`src/rtl/fetch_controller_pkg.sv`:
```
// Shared types and constants for the instruction fetch sequencer.
package fetch_controller_pkg;

    typedef enum logic [1:0] {
        FETCH_IDLE    = 2'd0,
        FETCH_REQUEST = 2'd1,
        FETCH_HOLD    = 2'd2
    } fetch_state_t;

    localparam int          INSTRUCTION_WIDTH        = 32;
    localparam logic [31:0] PC_STEP                  = 32'd4;
    localparam logic [31:0] DEFAULT_RESET_VECTOR     = 32'h0000_0000;
    localparam logic [31:0] DEFAULT_EXCEPTION_VECTOR = 32'h0000_0020;

    // Sequential successor; the add wraps at 32 bits (FFFF_FFFC -> 0).
    function automatic logic [31:0] next_pc(input logic [31:0] pc);
        return pc + PC_STEP;
    endfunction

endpackage

```
`src/rtl/fetch_skid_buffer.sv`:
```
// Output register plus one skid entry between instruction memory and decode.
// Holds every fetched word so a stalled decode never loses or duplicates one.
module fetch_skid_buffer
    import fetch_controller_pkg::*;
(
    input  logic                         clock,
    input  logic                         reset,
    input  logic                         flush,
    input  logic                         push,
    input  logic [INSTRUCTION_WIDTH-1:0] push_data,
    input  logic [31:0]                  push_pc,
    input  logic                         pop,
    output logic [INSTRUCTION_WIDTH-1:0] out_data,
    output logic [31:0]                  out_pc,
    output logic                         out_valid,
    output logic                         skid_full
);

    logic [INSTRUCTION_WIDTH-1:0] skid_data;
    logic [31:0]                  skid_pc;
    logic                         consume;

    assign consume = out_valid && pop;

    // Output fills first; skid only catches a word arriving while output is held.
    always_ff @(posedge clock or negedge reset) begin
        if (!reset) begin
            out_data  <= '0;
            out_pc    <= '0;
            out_valid <= 1'b0;
            skid_data <= '0;
            skid_pc   <= '0;
            skid_full <= 1'b0;
        end else if (flush) begin
            out_valid <= 1'b0;
            skid_full <= 1'b0;
        end else if (skid_full) begin
            if (consume) begin
                out_data  <= skid_data;
                out_pc    <= skid_pc;
                out_valid <= 1'b1;
                skid_full <= push;
                if (push) begin
                    skid_data <= push_data;
                    skid_pc   <= push_pc;
                end
            end
        end else if (push) begin
            if (!out_valid || consume) begin
                out_data  <= push_data;
                out_pc    <= push_pc;
                out_valid <= 1'b1;
            end else begin
                skid_data <= push_data;
                skid_pc   <= push_pc;
                skid_full <= 1'b1;
            end
        end else if (consume) begin
            out_valid <= 1'b0;
        end
    end

endmodule

```
`src/rtl/fetch_controller.sv`:
```
// Instruction fetch sequencer: PC, memory handshake FSM and redirect handling.
// Optional feature macro: FETCH_EXCEPTION_EN adds exception_enable, which
// redirects to EXCEPTION_VECTOR ahead of any branch.
module fetch_controller
    import fetch_controller_pkg::*;
#(
    parameter logic [31:0] RESET_VECTOR = DEFAULT_RESET_VECTOR
`ifdef FETCH_EXCEPTION_EN
    , parameter logic [31:0] EXCEPTION_VECTOR = DEFAULT_EXCEPTION_VECTOR
`endif
) (
    input  logic                         clock,
    input  logic                         reset,
    input  logic                         stall,
    input  logic                         branch_enable,
    input  logic [31:0]                  branch_target,
`ifdef FETCH_EXCEPTION_EN
    input  logic                         exception_enable,
`endif
    output logic                         imem_request,
    output logic [31:0]                  imem_address,
    input  logic                         imem_ready,
    input  logic [INSTRUCTION_WIDTH-1:0] imem_data,
    output logic [31:0]                  register_pc,
    output logic [INSTRUCTION_WIDTH-1:0] instruction,
    output logic [31:0]                  instruction_pc,
    output logic                         instruction_valid
);

    fetch_state_t state;
    logic [31:0]  redirect_target;
    logic         redirect_pending;
    logic         redirect;
    logic [31:0]  target;
    logic         completion;
    logic         consume;
    logic         push;
    logic         skid_full;
    logic         skid_full_next;

    // Redirect source selection: exception outranks branch.
    always_comb begin
`ifdef FETCH_EXCEPTION_EN
        redirect = exception_enable || branch_enable;
        target   = exception_enable ? EXCEPTION_VECTOR : branch_target;
`else
        redirect = branch_enable;
        target   = branch_target;
`endif
    end

    assign imem_request = (state == FETCH_REQUEST);
    assign imem_address = register_pc;
    assign completion   = (state == FETCH_REQUEST) && imem_ready;
    assign consume      = instruction_valid && !stall;
    // A word fetched from a stale PC (redirect now or pending) is dropped.
    assign push         = completion && !redirect && !redirect_pending;

    // Skid occupancy after this edge, ignoring flush (flush only ever empties it).
    assign skid_full_next = skid_full ? (!consume || push)
                                      : (push && instruction_valid && !consume);

    // Fetch FSM, PC and deferred-redirect bookkeeping.
    always_ff @(posedge clock or negedge reset) begin
        if (!reset) begin
            state            <= FETCH_IDLE;
            register_pc      <= RESET_VECTOR;
            redirect_target  <= '0;
            redirect_pending <= 1'b0;
        end else begin
            case (state)
                FETCH_IDLE: begin
                    if (redirect) register_pc <= target;
                    state <= FETCH_REQUEST;
                end
                FETCH_REQUEST: begin
                    if (completion) begin
                        redirect_pending <= 1'b0;
                        if (redirect)              register_pc <= target;
                        else if (redirect_pending) register_pc <= redirect_target;
                        else                       register_pc <= next_pc(register_pc);
                        state <= (skid_full_next && !redirect) ? FETCH_HOLD : FETCH_REQUEST;
                    end else if (redirect) begin
                        // Address already on the bus must stay stable; apply later.
                        redirect_target  <= target;
                        redirect_pending <= 1'b1;
                    end
                end
                FETCH_HOLD: begin
                    if (redirect) begin
                        register_pc <= target;
                        state       <= FETCH_REQUEST;
                    end else if (!skid_full_next) begin
                        state <= FETCH_REQUEST;
                    end
                end
                default: state <= FETCH_IDLE;
            endcase
        end
    end

    fetch_skid_buffer u_skid (
        .clock     (clock),
        .reset     (reset),
        .flush     (redirect),
        .push      (push),
        .push_data (imem_data),
        .push_pc   (register_pc),
        .pop       (!stall),
        .out_data  (instruction),
        .out_pc    (instruction_pc),
        .out_valid (instruction_valid),
        .skid_full (skid_full)
    );

endmodule
```
`config.mk`:
```
export PLATFORM = sky130hd
export DESIGN_NAME = fetch_controller
export DESIGN_NICKNAME = d
export VERILOG_FILES = /design/src/rtl/fetch_controller_pkg.sv /design/src/rtl/fetch_skid_buffer.sv /design/src/rtl/fetch_controller.sv
export SDC_FILE = /design/constraint.sdc
export NUM_CORES = 1
export LEC_CHECK = 0
export CAP_MARGIN = 40
export CORE_ASPECT_RATIO = 0.6
export CORE_MARGIN = 10
export CORE_UTILIZATION = 50
export DETAILED_ROUTE_END_ITERATION = 16
export PLACE_DENSITY = 0.78
export SYNTH_ARGS = -nofsm -noshare
export SYNTH_HDL_FRONTEND = slang
export SYNTH_SLANG_ARGS = --single-unit
```
`constraint.sdc`:
```
create_clock -name clock -period 2.3 [get_ports clock]
set_clock_uncertainty 0.05 [all_clocks]
set_input_delay 0.575 -clock clock [delete_from_list [all_inputs] [get_ports clock]]
set_output_delay 0.575 -clock clock [all_outputs]
set_load 0.01 [all_outputs]
```
==> results of run 1 <==
[path summary, 6_finish.rpt]
kind | endpoint | cells past startpoint
max | imem_request | 2
min | u_skid.out_pc[17]$_DFFE_PN0P_ | 1
max reg2reg | imem_address[26]$_DFFE_PN0P_ | 5
min reg2reg | u_skid.out_pc[17]$_DFFE_PN0P_ | 1
max in group asynchronous | imem_address[1]$_DFFE_PN0P_ | 3
min in group asynchronous | u_skid.out_pc[15]$_DFFE_PN0P_ | 2
[cell usage after synthesis (3+ instances only)]
master / number / area [um2]
nand3_1: 26 / 130.1
and2_1: 3 / 18.77
or3_1: 3 / 18.77
o21ai_0: 34 / 170.2
buf_1: 3 / 11.26
o211ai_1: 11 / 82.58
mux2i_1: 4 / 40.04
mux2_1: 13 / 146.4
nor4_1: 8 / 50.05
and3_1: 13 / 81.33
a31o_2: 3 / 26.28
buf_4: 32 / 240.2
a21oi_1: 33 / 165.2
nor2_1: 23 / 86.33
dfrtp_1: 197 / 4930
clkbuf_1: 30 / 112.6
inv_1: 4 / 15.01
nand2_1: 34 / 127.6
xor2_1: 8 / 70.07
a32o_1: 3 / 30.03
nand4_1: 9 / 56.30
nand2b_1: 3 / 18.77
mux2_2: 205 / 2308
buf_2: 15 / 75.07
buf_6: 6 / 67.56
nor3_1: 7 / 35.03
xnor2_1: 7 / 61.31
o22ai_1: 4 / 25.02
o22a_1: 3 / 26.28
a31oi_1: 5 / 31.28
a21o_1: 5 / 37.54
[per-stage QoR]
stage	setup TNS, ps	cell area [um2]
2_1_floorplan	-1716	9681
3_3_place_gp	-18760	12220
3_5_place_dp	-25020	12220
4_1_cts	0	12850
5_1_grt	0	12860
6_report	0	12860
[worst max-delay path, cell delays in order, from the launching register on]
cell and delay (ps):
dfrtp_1 420, nor2b_4 210, clkdlybuf4s50_1 560
[area by class of cell]
class | count | share of cell area, %
timing repair buffer | 274 | 21.36
tap | 246 | 2.393
clock inverter | 14 | 1.284
clock buffer | 18 | 3.415
inverter | 5 | 0.1459
multi-input combinational | 498 | 32.98
sequential | 197 | 38.42
[per-layer routing]
metal / GRT usage [%] / wire, um / vias to the layer above
met2: 31.99 / 12240 / 282
met5: 0 / 13 / -
met3: 7.971 / 2599 / 24
li1: - / - / 3248
met1: 29.54 / 12080 / 3616
met4: 3.975 / 218 / 2
[sequential cells by signal, summed over array words and instances, names as in the netlist]
name              flops
u_skid.skid_full      1
u_skid.skid_pc       32
redirect_pending      1
u_skid.out_valid      1
state                 2
u_skid.out_pc        32
u_skid.out_data      32
redirect_target      32
imem_address         32
u_skid.skid_data     32
[kinds of logic after synthesis]
| kind of cell | after synthesis |
|---|---|
| muxes | 222 |
| DFF | 197 |
| and+or+nand+nor | 142 |
| AOI/OAI and AO/OA | 118 |
| buffers and inverters | 91 |
| xor gates and xnor gates | 15 |
| adders and majority gates | 1 |
[power by group through the flow]
stage	sequential, mW	combinational (mW)	clock [mW]
2_1_floorplan	5.11	1.59	0
3_3_place_gp	4.98	3.58	0
3_5_place_dp	5.02	3.68	0
4_1_cts	4.98	3.71	3.12
5_1_grt	5.09	3.94	3.28
6_report	4.98	3.67	3.08
[timing repair]
action	in CTS	in global routing
pin swaps	0	0
setup buffers	0	1
gates resized for setup	3	5
endpoints found under the hold margin	13	0
hold buffers	1	0
endpoints found under the setup margin	3	8
==> flow_metrics.py, run 1 <==
metrics = {
    "routing": {
        "drt_wl_total_mm": 27.16,
        "detail-route-antenna-nets": 0,
        "drt_iter0_markers": 459,
        "first_pass_iters": 5,
        "vias_per_cell": 5.728,
        "drc": 0,
        "vias": 7172,
        "post_drt_wl_per_cell_um": 21.69,
    },
    "yosys": {
        "synthXorXnorAreaFrac_pct": 1.367,
        "synth-compound-area-share_pct": 7.878,
        "syn_inst": 786,
        "synth_area_per_cell_um2": 12.23,
        "yosys.area_share.simple_pct": 7.891,
        "synth_area_um2": 9609,
        "synth_top_family_by_area": "multiplexers",
        "synth_edf_count": 0,
        "synth_ff_type": "dfrtp_1",
        "synth_cell_type_count": 58,
        "async_flop_share_pct": 100.0,
        "syn-num-nets": 856,
        "synth_mux_area_share_pct": 25.96,
        "ys_seq_area_share_pct": 51.30,
        "ys_seq_elements": 197,
        "ys_warn_count": 0,
        "synthAdderAreaFrac_pct": 0.1302,
    },
    "floorplan": {
        "row_count": 39,
        "pin_count": 199,
        "dieArea_um2": 25350,
        "initial_utilization_pct": 50.75,
        "die_w_um": 199.0,
        "core_um2": 18930,
        "chipHeight_um": 127.4,
    },
    "layout": {
        "n_fill_cell": 1409,
        "fin_cells": 1252,
        "antenna_cells": 0,
        "layout-drive-gt1-share_pct": 33.80,
        "layout.nets": 1063,
        "seq_area_um2": 4941,
        "final_common_cell": "clkdlybuf4s50_1",
        "final_cell_mix": "clkdlybuf4s50_1, mux2_2, dfrtp_1",
        "finish.utilization_pct": 67.92,
        "syn2layout_area_growth_pct": 33.83,
        "multiInputGateArea_um2": 4242,
    },
    "power": {
        "p_leak_nw": 5.449,
        "intPower_mw": 8.228,
        "p_clk_share_pct": 26.2,
        "powerDensity_nw_per_um2": 911.7,
        "power_mw": 11.72,
        "power_frac_seq_pct": 42.5,
        "irDropWorstVdd_mv": 0.5457,
        "sw_frac_of_total_pct": 29.82,
        "p_comb_share_pct": 31.3,
        "power_switching_mw": 3.497,
    },
    "place": {
        "dp_hpwl_mm": 19.71,
        "pre_cts_slack_ps": -362.6,
        "place_inst": 1218,
        "portBuffers": 198,
        "place.gp.congestion": 0.8825,
    },
    "min_path": {
        "hp-class": "flip-flop to flip-flop",
        "worst_hold_startpoint": "u_skid.out_pc[17]$_DFFE_PN0P_",
    },
    "sta": {
        "period_share_pct": 97.58,
        "setup_ws_ps": 55.57,
        "fmax_mhz": 445.5,
        "slew_viol_final": 0,
        "hold_ws_ps": 440.9,
        "slew_headroom_pct": 58.81,
        "rsz0062_at_grt": "false",
        "tightest_slew_ps": 613.2,
        "min_period_ps": 2244,
        "setup_viol": 0,
        "final-hold-violation-count": 0,
    },
    "outcome": {
        "status": "completed",
    },
    "critical_path": {
        "cp.required_ps": 1670,
        "path_class": "flip-flop to output port",
        "crit_fanout": 6,
        "rrSetupSlack_ps": 190,
        "start_kind": "flip-flop",
        "worstSetupStartpoint": "state[0]$_DFFE_PN0P_",
        "cp-end-kind": "output port",
        "crit_arrival_ps": 1620,
        "r2r_start": "imem_address[10]$_DFFE_PN0P_",
    },
    "job": {
        "drv_cap": 0,
    },
    "clock_network": {
        "clock-root-buffer": "clkbuf_16",
        "htree_levels": 4,
        "cts_num_sinks": 197,
        "clockBufferDepth": 2,
        "cts_buffers": 17,
        "cts_tree": "built",
        "path_clk_slew_ps": 70,
        "clkLatencyLatePin_ps": 430,
    },
    "global_routing": {
        "overflow": 0,
        "grt_pass1_vias": 7381,
        "grt_pass1_wl_mm": 42.58,
        "antenna_found_initial": 1,
        "grt_util_all_layers_pct": 21.49,
        "grt_max_degree": 59,
    },
}
No activity file was read; power rests on OpenSTA's default activity.
==> run 2: changes to the inputs <==
GPL_TIMING_DRIVEN = 0   (was default)
MAX_ROUTING_LAYER = met4   (was default)
==> flow_metrics.py, run 2 (synthesis results as in run 1) <==
metrics = {
    "routing": {
        "detail-route-antenna-nets": 0,
        "vias_per_cell": 5.733,
        "drt_iter0_markers": 542,
        "first_pass_iters": 5,
        "drc": 0,
        "post_drt_wl_per_cell_um": 21.56,
        "vias": 7270,
        "drt_wl_total_mm": 27.34,
    },
    "clock_network": {
        "cts_buffers": 17,
        "hold_buffers": 0,
        "cts_num_sinks": 197,
        "htree_levels": 4,
        "cts_tree": "built",
        "clkLatencyLatePin_ps": 450,
        "clockBufferDepth": 2,
        "clock-root-buffer": "clkbuf_16",
        "path_clk_slew_ps": 60,
    },
    "outcome": {
        "status": "completed",
    },
    "power": {
        "power_switching_mw": 3.419,
        "intPower_mw": 8.269,
        "powerDensity_nw_per_um2": 914.2,
        "sw_frac_of_total_pct": 29.25,
        "p_comb_share_pct": 31.2,
        "power_mw": 11.69,
        "p_leak_nw": 5.424,
        "irDropWorstVdd_mv": 0.7971,
        "p_clk_share_pct": 26.1,
        "power_frac_seq_pct": 42.8,
    },
    "critical_path": {
        "cp-end-kind": "output port",
        "worstSetupStartpoint": "imem_address[22]$_DFFE_PN0P_",
        "crit_end": "register_pc[22]",
        "start_kind": "flip-flop",
        "crit_fanout": 10,
        "cp.required_ps": 1670,
        "crit_arrival_ps": 1610,
        "path_class": "flip-flop to output port",
        "rrSetupSlack_ps": 80,
        "r2r_start": "imem_address[7]$_DFFE_PN0P_",
        "worstReg2RegEnd": "imem_address[26]$_DFFE_PN0P_",
        "worstRegToRegCells": 6,
    },
    "place": {
        "portBuffers": 197,
        "place_inst": 1231,
        "place_area_um2": 12000,
        "place.gp.congestion": 0.9350,
        "dp_hpwl_mm": 20.17,
    },
    "sta": {
        "min_period_ps": 2232,
        "tightest_slew_ps": 759.7,
        "slew_viol_final": 0,
        "fmax_mhz": 448.1,
        "slew_headroom_pct": 49.36,
        "finalSetupTns_ps": 0,
        "setup_viol": 0,
        "hold_ws_ps": 83.48,
        "period_share_pct": 97.03,
        "rsz0062_at_grt": "false",
        "final-hold-violation-count": 0,
    },
    "layout": {
        "final_area_um2": 12780,
        "final_common_cell": "clkdlybuf4s50_1",
        "multiInputGateArea_um2": 4297,
        "seq_area_um2": 4951,
        "final_cell_mix": "clkdlybuf4s50_1, mux2_2, dfrtp_1",
        "layout-drive-gt1-share_pct": 34.57,
        "syn2layout_area_growth_pct": 33.05,
        "fin_cells": 1268,
        "layout.nets": 1079,
        "n_fill_cell": 1415,
    },
    "floorplan": {
        "die_w_um": 199.0,
        "dieArea_um2": 25350,
        "chipHeight_um": 127.4,
        "pin_count": 199,
        "row_count": 39,
        "initial_utilization_pct": 50.75,
        "core_um2": 18930,
    },
    "job": {
        "drv_cap": 0,
    },
    "global_routing": {
        "grt_pass1_vias": 7263,
        "grt_max_degree": 101,
        "grt_pass1_wl_mm": 42.68,
        "grt_util_all_layers_pct": 22.36,
        "antenna_found_initial": 1,
        "overflow": 0,
    },
    "min_path": {
        "hp-class": "primary input to async pin",
    },
}
[run 2: cell count changes in the layout (fill, tap and decap cells not counted), sizes merged, moves of 2 or more]
cell and change:
buf -9, clkbuf +30, clkdlybuf4s50 -3, inv -2
[run 2: per-layer routing]
layer  vias to the layer above  track usage (%)  share of wire [%]
met4                         0            5.315                1.2
met1                      3681            30.84                 46
met3                        30            7.368                9.5
li1                       3278                -                  -
met2                       281            31.09                 43
met5                         -                -                  0
[run 2: area by class of cell]
type | count | share of cell area (%)
sequential | 197 | 38.73
clock inverter | 10 | 0.9395
tap | 246 | 2.408
buffer | 83 | 4.179
timing repair buffer | 207 | 16.29
inverter | 5 | 0.1468
antenna | 1 | 0.01957
clock buffer | 21 | 3.680
multi-input combinational | 498 | 33.61
[run 2: worst max-delay path, stage by stage (launching register included)]
cell             delay (ps)
dfrtp_2                 470
buf_4                   140
clkdlybuf4s50_1         560
[run 2: how the worst min path moves through the flow]
| stage | from | endpoint |
|---|---|---|
| 3_5_place_dp | u_skid.skid_pc[25]$_DFFE_PN0P_ | u_skid.skid_pc[25]$_DFFE_PN0P_ |
| 2_1_floorplan | reset | imem_address[0]$_DFFE_PN0P_ |
| 5_1_grt | reset | u_skid.out_pc[13]$_DFFE_PN0P_ |
| 6_report | reset | u_skid.out_pc[13]$_DFFE_PN0P_ |
| 4_1_cts | reset | u_skid.out_pc[13]$_DFFE_PN0P_ |
| 3_3_place_gp | u_skid.skid_pc[25]$_DFFE_PN0P_ | u_skid.skid_pc[25]$_DFFE_PN0P_ |
[run 2: timing repair]
item	in CTS	in global routing
pin swaps	1	1
setup buffers	5	3
cloned	0	0
gates resized for setup	34	24
setup endpoints to repair	124	111
[run 2: through the flow]
stage / worst slack, ps / util, %
finish: 68.29 / 67.53
global route: 1.515 / 67.53
CTS: -47.64 / 67.15
detailed placement: -842.5 / 63.37
global placement: -7773 / 63.17
floorplan: -33.47 / -
[run 2: power by group through the flow]
stage,clock (mW),combinational (mW),sequential [mW]
6_report,3.05,3.64,5.00
5_1_grt,3.24,3.92,5.12
4_1_cts,3.09,3.68,4.98
3_5_place_dp,0,3.63,5.02
3_3_place_gp,0,3.56,4.97
2_1_floorplan,0,1.59,5.11
==> run 3: changes to the inputs <==
CORE_UTILIZATION = 40   (was 50)
PLACE_DENSITY = 0.65   (was 0.78)
==> flow_metrics.py, run 3 (synthesis results as in run 1) <==
metrics = {
    "routing": {
        "vias": 7213,
        "wl_met2_mm": 12.24,
        "dr_wl_met3_mm": 2.602,
        "post_drt_wl_per_cell_um": 21.21,
        "detail-route-antenna-nets": 0,
        "vias_per_cell": 5.359,
        "drc": 0,
        "top_layer_used": "met4",
        "first_pass_iters": 5,
        "drt_wl_total_mm": 28.56,
        "drt_iter0_markers": 548,
        "met1_length_mm": 13.38,
    },
    "place": {
        "place_area_um2": 12110,
        "place_inst": 1300,
        "place.gp.congestion": 0.8741,
        "dp_hpwl_mm": 21.25,
        "portBuffers": 197,
    },
    "sta": {
        "slew_viol_final": 0,
        "hold_ws_ps": 278.6,
        "min_period_ps": 2238,
        "final-hold-violation-count": 0,
        "setup_viol": 0,
        "fmax_mhz": 446.8,
        "tightest_slew_ps": 724.1,
        "period_share_pct": 97.30,
        "slew_headroom_pct": 51.73,
    },
    "floorplan": {
        "pin_count": 199,
        "core_um2": 23350,
        "chipHeight_um": 140.1,
        "die_w_um": 220.1,
        "row_count": 43,
        "initial_utilization_pct": 41.15,
        "dieArea_um2": 30830,
    },
    "global_routing": {
        "grt_util_all_layers_pct": 19.10,
        "grt_pass1_wl_mm": 44.25,
        "grt_pass1_vias": 7296,
        "grt_max_degree": 106,
        "overflow": 0,
        "antenna_found_initial": 4,
    },
    "layout": {
        "final_area_um2": 12960,
        "final_cell_mix": "mux2_2, clkdlybuf4s50_1, dfrtp_1",
        "seq_area_um2": 4950,
        "n_fill_cell": 1972,
        "fin_cells": 1346,
        "syn2layout_area_growth_pct": 34.83,
        "multiInputGateArea_um2": 4292,
        "layout.nets": 1084,
        "layout-drive-gt1-share_pct": 34.86,
    },
    "clock_network": {
        "path_clk_slew_ps": 70,
        "cts_num_sinks": 197,
        "htree_levels": 4,
        "clockBufferDepth": 2,
        "clkLatencyLatePin_ps": 440,
        "cts_buffers": 17,
        "cts_tree": "built",
        "clock-root-buffer": "clkbuf_16",
    },
    "power": {
        "irDropWorstVdd_mv": 0.5865,
        "powerDensity_nw_per_um2": 916.5,
        "power_mw": 11.87,
        "p_leak_nw": 5.443,
    },
    "outcome": {
        "status": "completed",
    },
    "critical_path": {
        "start_kind": "flip-flop",
        "crit_arrival_ps": 2500,
        "crit_fanout": 8,
        "worstSetupStartpoint": "imem_address[7]$_DFFE_PN0P_",
        "cp-end-kind": "flip-flop",
        "path_class": "flip-flop to flip-flop",
        "r2r_start": "imem_address[7]$_DFFE_PN0P_",
        "cp.required_ps": 2560,
    },
    "job": {
        "drv_cap": 0,
    },
    "min_path": {
        "worst_hold_startpoint": "branch_enable",
        "hp-class": "primary input to flip-flop",
    },
}
-- run 3: changes by cell type in the layout (fill, tap and decap cells not counted), sizes merged --
| cell | before | now |
|---|---|---|
| clkinv | 3 | 4 |
| bufinv | 2 | 3 |
| diode | 1 | 4 |
| dlygate4sd2 | 1 | 2 |
| clkbuf | 49 | 48 |
| dlygate4sd3 | 0 | 1 |
| clkinvlp | 2 | 3 |
| buf | 66 | 69 |
| clkdlybuf4s50 | 194 | 193 |
-- run 3: critical path: stages, from the launching register on --
cell	delay, ps
dfrtp_1	370
buf_2	230
nand3_4	220
or4_4	630
o31a_2	300
nor3_1	170
o221ai_1	140
-- run 3: where the power goes --
group / internal [mW] / leakage (nW) / total (mW) / switching, mW
sequential: 4.38 / 2.40 / 4.99 / 0.615
combinational: 2.22 / 2.75 / 3.68 / 1.46
clock: 1.79 / 0.298 / 3.20 / 1.42
-- run 3: what timing repair did --
| action | 4_1_cts | 5_1_grt |
|---|---|---|
| resized for setup | 33 | 22 |
| endpoints found under the setup margin | 162 | 35 |
| cloned | 0 | 0 |
| buffers inserted | 4 | 7 |
| pin swaps | 2 | 1 |
| hold buffers | 1 | 0 |
| endpoints found under the hold margin | 15 | 0 |
-- run 3: layout make-up --
class,count,share of cell area [%]
antenna,4,0.07726
tap,315,3.042
buffer,84,4.085
inverter,5,0.1449
timing repair buffer,211,16.49
clock buffer,19,3.496
clock inverter,13,1.333
multi-input combinational,498,33.12
sequential,197,38.20
-- run 3: per-stage QoR --
step,utilization [%],setup slack [ps],TNS [ps]
floorplan,-,-33.47,-1716
global placement,51.59,-8027,-1687030
detailed placement,51.85,-898.0,-110690
CTS,55.07,0.3592,0
global route,55.49,-17.78,-17.93
finish,55.49,62.10,0
-- run 3: final timing paths --
check	cells past startpoint	endpoint	slack (ps)
min reg2reg	2	u_skid.skid_pc[10]$_DFFE_PN0P_	440
max	6	imem_address[26]$_DFFE_PN0P_	60
min in group asynchronous	2	u_skid.out_pc[8]$_DFFE_PN0P_	480
max in group asynchronous	4	u_skid.skid_data[12]$_DFFE_PN0P_	610
min	2	state[1]$_DFFE_PN0P_	280
max reg2reg	6	imem_address[26]$_DFFE_PN0P_	60
-- run 3: routing by layer --
layer / track usage [%] / vias to the layer above
met5: - / -
li1: - / 3286
met3: 7.140 / 35
met1: 25.93 / 3639
met2: 26.60 / 253
met4: 3.912 / 0
